$ cat src/rtl/rtg_pkg.sv
`default_nettype none
// ============================================================================
// Module      : rtg_pkg
// Description : Shared types and constants for the random test-pattern
//               generator: FSM state encoding, LFSR feedback mask, field
//               widths and the single-step LFSR helper.
// Revision    : 1.0 - initial release
// ============================================================================
package rtg_pkg;

    localparam int C_LFSR_W = 32;
    localparam int C_VEC_W  = 14;
    localparam int C_HOLD_W = 6;
    localparam int C_DET_W  = 11;
    localparam int C_CNT_W  = 16;
    localparam int C_USE_W  = 5;

    // x^32 + x^22 + x^2 + x + 1, right-shifting Galois form
    localparam logic [C_LFSR_W-1:0] C_LFSR_MASK = 32'h8020_0003;

    typedef enum logic [2:0] {
        ST_IDLE     = 3'd0,
        ST_GEN      = 3'd1,
        ST_OFFER    = 3'd2,
        ST_WAIT_RES = 3'd3,
        ST_EVAL     = 3'd4,
        ST_DONE     = 3'd5
    } state_t;

    // One LFSR advance: shift right, fold the mask in when a 1 falls out.
    function automatic logic [C_LFSR_W-1:0] lfsr_step(input logic [C_LFSR_W-1:0] q);
        return q[0] ? ((q >> 1) ^ C_LFSR_MASK) : (q >> 1);
    endfunction

endpackage
`default_nettype wire

$ cat src/rtl/rtg_lfsr32.sv
`default_nettype none
// ============================================================================
// Module      : rtg_lfsr32
// Description : 32-bit Galois LFSR with synchronous load and step enable.
//               A zero seed is replaced by 1 so the register never locks up.
// Ports       : clk   - clock
//               reset - asynchronous active-low reset (state -> 32'h1)
//               load  - load seed (priority over step)
//               seed  - load value
//               step  - advance one position
//               q     - current LFSR state
// Revision    : 1.0 - initial release
// ============================================================================
module rtg_lfsr32
    import rtg_pkg::*;
(
    input  logic                clk,
    input  logic                reset,
    input  logic                load,
    input  logic [C_LFSR_W-1:0] seed,
    input  logic                step,
    output logic [C_LFSR_W-1:0] q
);

    logic [C_LFSR_W-1:0] r_q;

    always_ff @(posedge clk or negedge reset) begin
        if (!reset) begin
            r_q <= 32'h1;
        end else if (load) begin
            r_q <= (seed == '0) ? 32'h1 : seed;
        end else if (step) begin
            r_q <= lfsr_step(r_q);
        end
    end

    assign q = r_q;

endmodule
`default_nettype wire

$ cat src/rtl/rtg_pattern_gen.sv
`default_nettype none
// ============================================================================
// Module      : rtg_pattern_gen
// Description : Random test-pattern generator campaign controller. Draws
//               vectors from an LFSR, offers them to a fault simulator,
//               keeps vectors that detect at least EF_COUNT new faults and
//               stops on target coverage or UT_LIMIT consecutive useless
//               vectors.
// Ports       : clk, reset (async active-low), start, seed[31:0]
//               vec_valid / vec_ready / vec[13:0] / hold_cycles[5:0]
//               res_valid / res_detected[10:0]
//               busy, done, stop_cov, kept_count[15:0], total_count[15:0],
//               det_total[10:0], useless_count[4:0]
//               With RTG_KEEP_LOG_EN defined: log_valid, log_vec[13:0],
//               log_hold[5:0], log_det[10:0] (one-cycle pulse per kept
//               vector).
// Revision    : 1.0 - initial release
// ============================================================================
module rtg_pattern_gen
    import rtg_pkg::*;
#(
    parameter int NUM_FAULTS = 1317,
    parameter int EF_COUNT   = 3,
    parameter int UT_LIMIT   = 30,
    parameter int COV_PCT    = 95,
    parameter int MAX_CLK    = 50
) (
    input  logic                clk,
    input  logic                reset,
    input  logic                start,
    input  logic [C_LFSR_W-1:0] seed,
    output logic                vec_valid,
    input  logic                vec_ready,
    output logic [C_VEC_W-1:0]  vec,
    output logic [C_HOLD_W-1:0] hold_cycles,
    input  logic                res_valid,
    input  logic [C_DET_W-1:0]  res_detected,
    output logic                busy,
    output logic                done,
    output logic                stop_cov,
    output logic [C_CNT_W-1:0]  kept_count,
    output logic [C_CNT_W-1:0]  total_count,
    output logic [C_DET_W-1:0]  det_total,
    output logic [C_USE_W-1:0]  useless_count
`ifdef RTG_KEEP_LOG_EN
    ,
    output logic                log_valid,
    output logic [C_VEC_W-1:0]  log_vec,
    output logic [C_HOLD_W-1:0] log_hold,
    output logic [C_DET_W-1:0]  log_det
`endif
);

    localparam logic [31:0]          C_MAX_CLK32 = 32'(MAX_CLK);
    localparam logic [C_DET_W-1:0]   C_EF        = C_DET_W'(EF_COUNT);
    localparam logic [C_DET_W:0]     C_NF_EXT    = (C_DET_W+1)'(NUM_FAULTS);
    localparam logic [31:0]          C_UT32      = 32'(UT_LIMIT);
    localparam logic [63:0]          C_COV_THR   = 64'(COV_PCT) * 64'(NUM_FAULTS);

    state_t r_state;
    state_t w_state_nxt;

    logic [C_LFSR_W-1:0] w_lfsr_q;
    logic [C_LFSR_W-1:0] w_lfsr_next;
    logic                w_load;
    logic                w_step;

    logic [C_VEC_W-1:0]  r_vec;
    logic [C_HOLD_W-1:0] r_hold;
    logic [C_DET_W-1:0]  r_captured;
    logic [C_CNT_W-1:0]  r_kept;
    logic [C_CNT_W-1:0]  r_total;
    logic [C_DET_W-1:0]  r_det;
    logic [C_USE_W-1:0]  r_use;
    logic                r_stop_cov;

    logic [C_HOLD_W-1:0] w_raw;
    logic [C_HOLD_W-1:0] w_hold;
    logic                w_kept;
    logic [C_DET_W:0]    w_det_sum;
    logic [C_DET_W-1:0]  w_det_new;
    logic [C_USE_W-1:0]  w_use_new;
    logic                w_cov_hit;
    logic                w_ut_hit;
    logic                w_unused_lfsr_bits;

    // ------------------------------------------------------------------
    // LFSR
    // ------------------------------------------------------------------
    rtg_lfsr32 u_lfsr (
        .clk   (clk),
        .reset (reset),
        .load  (w_load),
        .seed  (seed),
        .step  (w_step),
        .q     (w_lfsr_q)
    );

    // The vector is taken from the value the LFSR steps to in GEN, so the
    // first vector of a campaign is one step past the seed.
    assign w_lfsr_next = lfsr_step(w_lfsr_q);
    assign w_raw       = w_lfsr_next[21:16];
    // Fold raw values at or above MAX_CLK back into range.
    assign w_hold      = ({26'd0, w_raw} < C_MAX_CLK32) ? w_raw
                                                        : (w_raw - C_MAX_CLK32[C_HOLD_W-1:0]);
    // Bits not mapped to the vector or hold field.
    assign w_unused_lfsr_bits = ^{w_lfsr_next[31:22], w_lfsr_next[15:14]};

    assign w_load = start && ((r_state == ST_IDLE) || (r_state == ST_DONE));
    assign w_step = (r_state == ST_GEN);

    // ------------------------------------------------------------------
    // Evaluation of the captured result
    // ------------------------------------------------------------------
    assign w_kept    = (r_captured >= C_EF);
    assign w_det_sum = {1'b0, r_det} + {1'b0, r_captured};
    assign w_det_new = !w_kept             ? r_det :
                       (w_det_sum > C_NF_EXT) ? C_NF_EXT[C_DET_W-1:0] :
                                                w_det_sum[C_DET_W-1:0];
    assign w_use_new = w_kept         ? '0 :
                       (r_use == '1)  ? r_use :
                                        (r_use + 1'b1);
    // 64-bit products so neither side can truncate for any parameter set.
    assign w_cov_hit = (64'(w_det_new) * 64'd100) >= C_COV_THR;
    assign w_ut_hit  = (32'(w_use_new) == C_UT32);

    // ------------------------------------------------------------------
    // FSM
    // ------------------------------------------------------------------
    always_ff @(posedge clk or negedge reset) begin
        if (!reset) begin
            r_state <= ST_IDLE;
        end else begin
            r_state <= w_state_nxt;
        end
    end

    always_comb begin
        w_state_nxt = r_state;
        case (r_state)
            ST_IDLE:     if (start)     w_state_nxt = ST_GEN;
            ST_GEN:                     w_state_nxt = ST_OFFER;
            ST_OFFER:    if (vec_ready) w_state_nxt = ST_WAIT_RES;
            ST_WAIT_RES: if (res_valid) w_state_nxt = ST_EVAL;
            ST_EVAL: begin
                if (w_cov_hit || w_ut_hit) begin
                    w_state_nxt = ST_DONE;
                end else begin
                    w_state_nxt = ST_GEN;
                end
            end
            ST_DONE:     if (start)     w_state_nxt = ST_IDLE;
            default:                    w_state_nxt = ST_IDLE;
        endcase
    end

    // ------------------------------------------------------------------
    // Datapath registers
    // ------------------------------------------------------------------
    always_ff @(posedge clk or negedge reset) begin
        if (!reset) begin
            r_vec      <= '0;
            r_hold     <= '0;
            r_captured <= '0;
            r_kept     <= '0;
            r_total    <= '0;
            r_det      <= '0;
            r_use      <= '0;
            r_stop_cov <= 1'b0;
        end else if (w_load) begin
            r_kept     <= '0;
            r_total    <= '0;
            r_det      <= '0;
            r_use      <= '0;
            r_stop_cov <= 1'b0;
        end else begin
            case (r_state)
                ST_GEN: begin
                    r_vec  <= w_lfsr_next[C_VEC_W-1:0];
                    r_hold <= w_hold;
                    if (r_total != '1) begin
                        r_total <= r_total + 1'b1;
                    end
                end
                ST_WAIT_RES: begin
                    if (res_valid) begin
                        r_captured <= res_detected;
                    end
                end
                ST_EVAL: begin
                    r_det <= w_det_new;
                    r_use <= w_use_new;
                    if (w_kept && (r_kept != '1)) begin
                        r_kept <= r_kept + 1'b1;
                    end
                    if (w_cov_hit) begin
                        r_stop_cov <= 1'b1;
                    end
                end
                default: ;
            endcase
        end
    end

    // ------------------------------------------------------------------
    // Outputs
    // ------------------------------------------------------------------
    assign vec_valid     = (r_state == ST_OFFER);
    assign busy          = (r_state == ST_GEN) || (r_state == ST_OFFER) ||
                           (r_state == ST_WAIT_RES) || (r_state == ST_EVAL);
    assign done          = (r_state == ST_DONE);
    assign vec           = r_vec;
    assign hold_cycles   = r_hold;
    assign stop_cov      = r_stop_cov;
    assign kept_count    = r_kept;
    assign total_count   = r_total;
    assign det_total     = r_det;
    assign useless_count = r_use;

`ifdef RTG_KEEP_LOG_EN
    // Presented during EVAL only; r_vec/r_hold still hold the evaluated vector.
    assign log_valid = (r_state == ST_EVAL) && w_kept;
    assign log_vec   = r_vec;
    assign log_hold  = r_hold;
    assign log_det   = r_captured;
`endif

endmodule
`default_nettype wire

$ cat config.mk
export PLATFORM = sky130hd
export DESIGN_NAME = rtg_pattern_gen
export DESIGN_NICKNAME = d
export VERILOG_FILES = /design/src/rtl/rtg_pkg.sv /design/src/rtl/rtg_lfsr32.sv /design/src/rtl/rtg_pattern_gen.sv
export SDC_FILE = /design/constraint.sdc
export NUM_CORES = 1
export LEC_CHECK = 0
export BUFFER_PORTS_ARGS = -buffer_cell sky130_fd_sc_hd__buf_4
export CELL_PAD_IN_SITES_DETAIL_PLACEMENT = 1
export CELL_PAD_IN_SITES_GLOBAL_PLACEMENT = 2
export CORE_ASPECT_RATIO = 0.5
export CORE_UTILIZATION = 35
export DETAILED_ROUTE_END_ITERATION = 16
export PLACE_DENSITY = 0.84
export SYNTH_ARGS = -nofsm -noshare
export SYNTH_HDL_FRONTEND = slang
export SYNTH_SLANG_ARGS = --single-unit
export TNS_END_PERCENT = 1
$ cat constraint.sdc
create_clock -name clk -period 6.6 [get_ports clk]
set_input_delay 0.99 -clock clk [delete_from_list [all_inputs] [get_ports clk]]
set_output_delay 0.99 -clock clk [all_outputs]
set_load 0.1 [all_outputs]
==> impl_results.md <==
* Die height at 103 um
* Status: finished, final reports clean
* Initial Util at 0.361
* Ratio of cells with drive above 1 in the final layout at 0.233
* Area Growth Syn to Fin at 27.9%
* Cell taking the most area after synthesis: dfrtp_1
* Synth top area share at 0.401
* CTS H-tree depth at 4
* Worst path max stage delay at about 0.46 ns
* Post-synth top cells: 114 x dfrtp_1, 114 x nand2_1, 61 x nor2_1
* CTS max path bufs at 2
* Final ANT Viol Nets at 0
* R2R cell count at 23
* Final setup fails at 0
* Clk sinks at roughly 120
* Hold Path Class: flip-flop to flip-flop
* Post-synth ARST share at 1.00
* Final worst path period share at 0.970
* TritonCTS clock tree: done
* Die X at 204 um
* Clock skew at 0.00956 ns
* DRT Wirelength at approximately 21000 um
* Mean post-synth cell area at 9.27 um2
* Cell mode on critical path: ha_1
* Clock Latency Late Sink at 0.43 ns
* Synth unique cells at 65
* Antenna violations before repair at 0
* Total die area at 20900 um2
* Post-synthesis sequential area ratio at 0.405
* Hpwl dp at 15100 um
* Cts bufs inserted at 17
* Std-Cell Rows at 36
* Mapped Nets at 874
* Number of global-route vias before repair at 6432
* Synthesized instance count at 767
* Number of max-cap violations at 0
* FF+latch count, synth at 115
* Setup crit end kind: flip-flop
* Clk slew on worst S/H paths at 0.05 ns
* I/O Pins at 120
* Drt wl/cell at around 18 um
* Slowest-stage cell, CP: dfrtp_1
* Root Buffer: clkbuf_16
* Critical-path cell list: ha_1 > a211oi_4 > o21ai_2 > a221o_1 > a21oi_4 > nand2_1 > nor4_2 > a22oi_2 > buf_6 > o22a_1 > ha_1 > ha_1 > fa_1 > ha_1 > and2_1 > o21ai_0 > nand3_2 > and2_1 > a311o_1 > o21ai_0 > nor2_1 > o31ai_2 > o311ai_1
* Cell area after synthesis at 7110 um2
* Slew @ Worst Pin at around 1.3 ns
* I/O Buffers at roughly 120
* Vias per cell at 5.28
* Critical Path Source: det_total[1]
* First-pass GRT wire length at approximately 33000 um
* Final nets at 1000
* Worst hold stages at 2
* Setup CP Type: flip-flop to flip-flop
* Hold Fails Final Rpt at 0
* Largest net degree at the start of global routing at 65
* Vias at 6185
* Ranking of synthesized cells by area: dfrtp_1 40%, ha_1 9.1%, nand2_1 6.0%, nor2_1 3.2%, xnor2_1 3.2%
* Synth Flop Type: dfrtp_1
* Startpoint Class: flip-flop
* Min Hold Slack at about 0.47 ns
* Worst path arrival time at ~6.7 ns
* Post-synth EDFFs at 0
* RePlAce Congestion at 0.834
* DR iter-0 viols at 290
* Syn. warnings at 0
* DRT Pass-1 Iters at 6
* GRT Util Overall at 0.204
* CTS hold repair buffers at 0
* Post-route DRC violation count at 0
* Core Area at just under 20000 um2
* Grt ovf at 0
* FMAX at between 0.15 and 0.2 GHz
* Slew headroom at 0.163
* Antenna diodes at 0
* Final min period at 6.40 ns
* Worst EP required at 6.88 ns
* Critical R2R Launch: det_total[1]
* Max-slew violations at 0
* Hold Path Origin: vec[6]
* CP Max Fanout at 10
## per-layer routing
metal / GRT usage / share of wire / up-vias / routed length [um]
met3: 0.0376 / 0.027 / 23 / 559
met1: 0.263 / 0.46 / 3101 / 9720
met5: 0 / 0 / - / 0
met2: 0.352 / 0.50 / 108 / 10500
li1: - / - / 2953 / -
met4: 0.0677 / 0.012 / 0 / 249
## timing repair
item,in CTS,in global routing
setup endpoints to repair,2,2
buffers inserted,0,3
resized for setup,2,22
pin swaps,0,6
## per-stage QoR
stage / util / TNS (ns) / cells / setup slack, ns / area (um2)
global placement: 0.424 / 0 / 1137 / 0.147 / 8340
detailed placement: 0.424 / -0.0616 / 1137 / -0.0616 / 8340
finish: 0.462 / 0 / 1171 / 0.197 / 9090
CTS: 0.456 / 0 / 1168 / 0.0203 / 8980
global route: 0.462 / -0.147 / 1171 / -0.110 / 9090
floorplan: - / 0 / 767 / 0.0721 / 7110
## critical path: cells and delay by family, from the launching register on
family	cells	cell delay [ns]
buffers and inverters	1	0.17
AOI/OAI and AO/OA	11	2.59
and+or+nand+nor	6	1.22
DFF	1	0.46
adders and majority gates	5	1.81
## kinds of logic after synthesis
| family | after synthesis | share of synthesized area |
|---|---|---|
| XOR/XNOR | 50 | 0.0616 |
| adder cells (fa/ha/maj) | 59 | 0.111 |
| buffers and inverters | 82 | 0.0438 |
| AO/OA/AOI/OAI | 152 | 0.151 |
| multiplexers | 29 | 0.0428 |
| AND/OR/NAND/NOR | 280 | 0.185 |
| flip-flops | 115 | 0.405 |
## cell type report
| type | instances | area (um2) |
|---|---|---|
| clock inverter | 8 | 150 |
| timing repair buffer | 136 | 1020 |
| multi-input combinational | 570 | 4030 |
| sequential | 115 | 2880 |
| clock buffer | 23 | 478 |
| tap | 266 | 333 |
| inverter | 53 | 199 |
| fill | 2254 | 10600 |
## cell usage in the layout (no fill, tap or decap), types with 5 or more instances in the layout
cell type  count
a222oi_1      11
a31oi_1        6
nand2_1      114
clkbuf_16     17
xor2_1        22
nor3_1         7
o21ai_0       38
nand4_1        5
nor4_1         9
mux2i_1       18
nor2_1        60
and2_1         8
a21oi_1       21
mux2_2        11
xnor2_1       26
and3_1        14
fa_1           6
o211ai_1       7
dfrtp_1      114
ha_1          51
nor2b_1        5
inv_1         51
nand3_1       26
buf_4        135
## flip-flops by register name (all words and copies together), names as in the netlist
name / cells
det_total: 11
hold_cycles: 6
kept_count: 16
stop_cov: 1
u_lfsr.q: 32
r_state: 3
useless_count: 5
total_count: 16
r_captured: 11
vec: 14
## final timing paths
check                              endpoint  slack, ns
max in group asynchronous            vec[5]       4.65
min reg2reg                          vec[6]       0.47
max reg2reg                      r_state[2]       0.20
min                                  vec[6]       0.47
min in group asynchronous  useless_count[4]       0.63
max                              r_state[2]       0.20
Power is left out: the tool's default activity adds up to more than one toggle a clock period on the data nets, which glitch-free logic cannot reach.
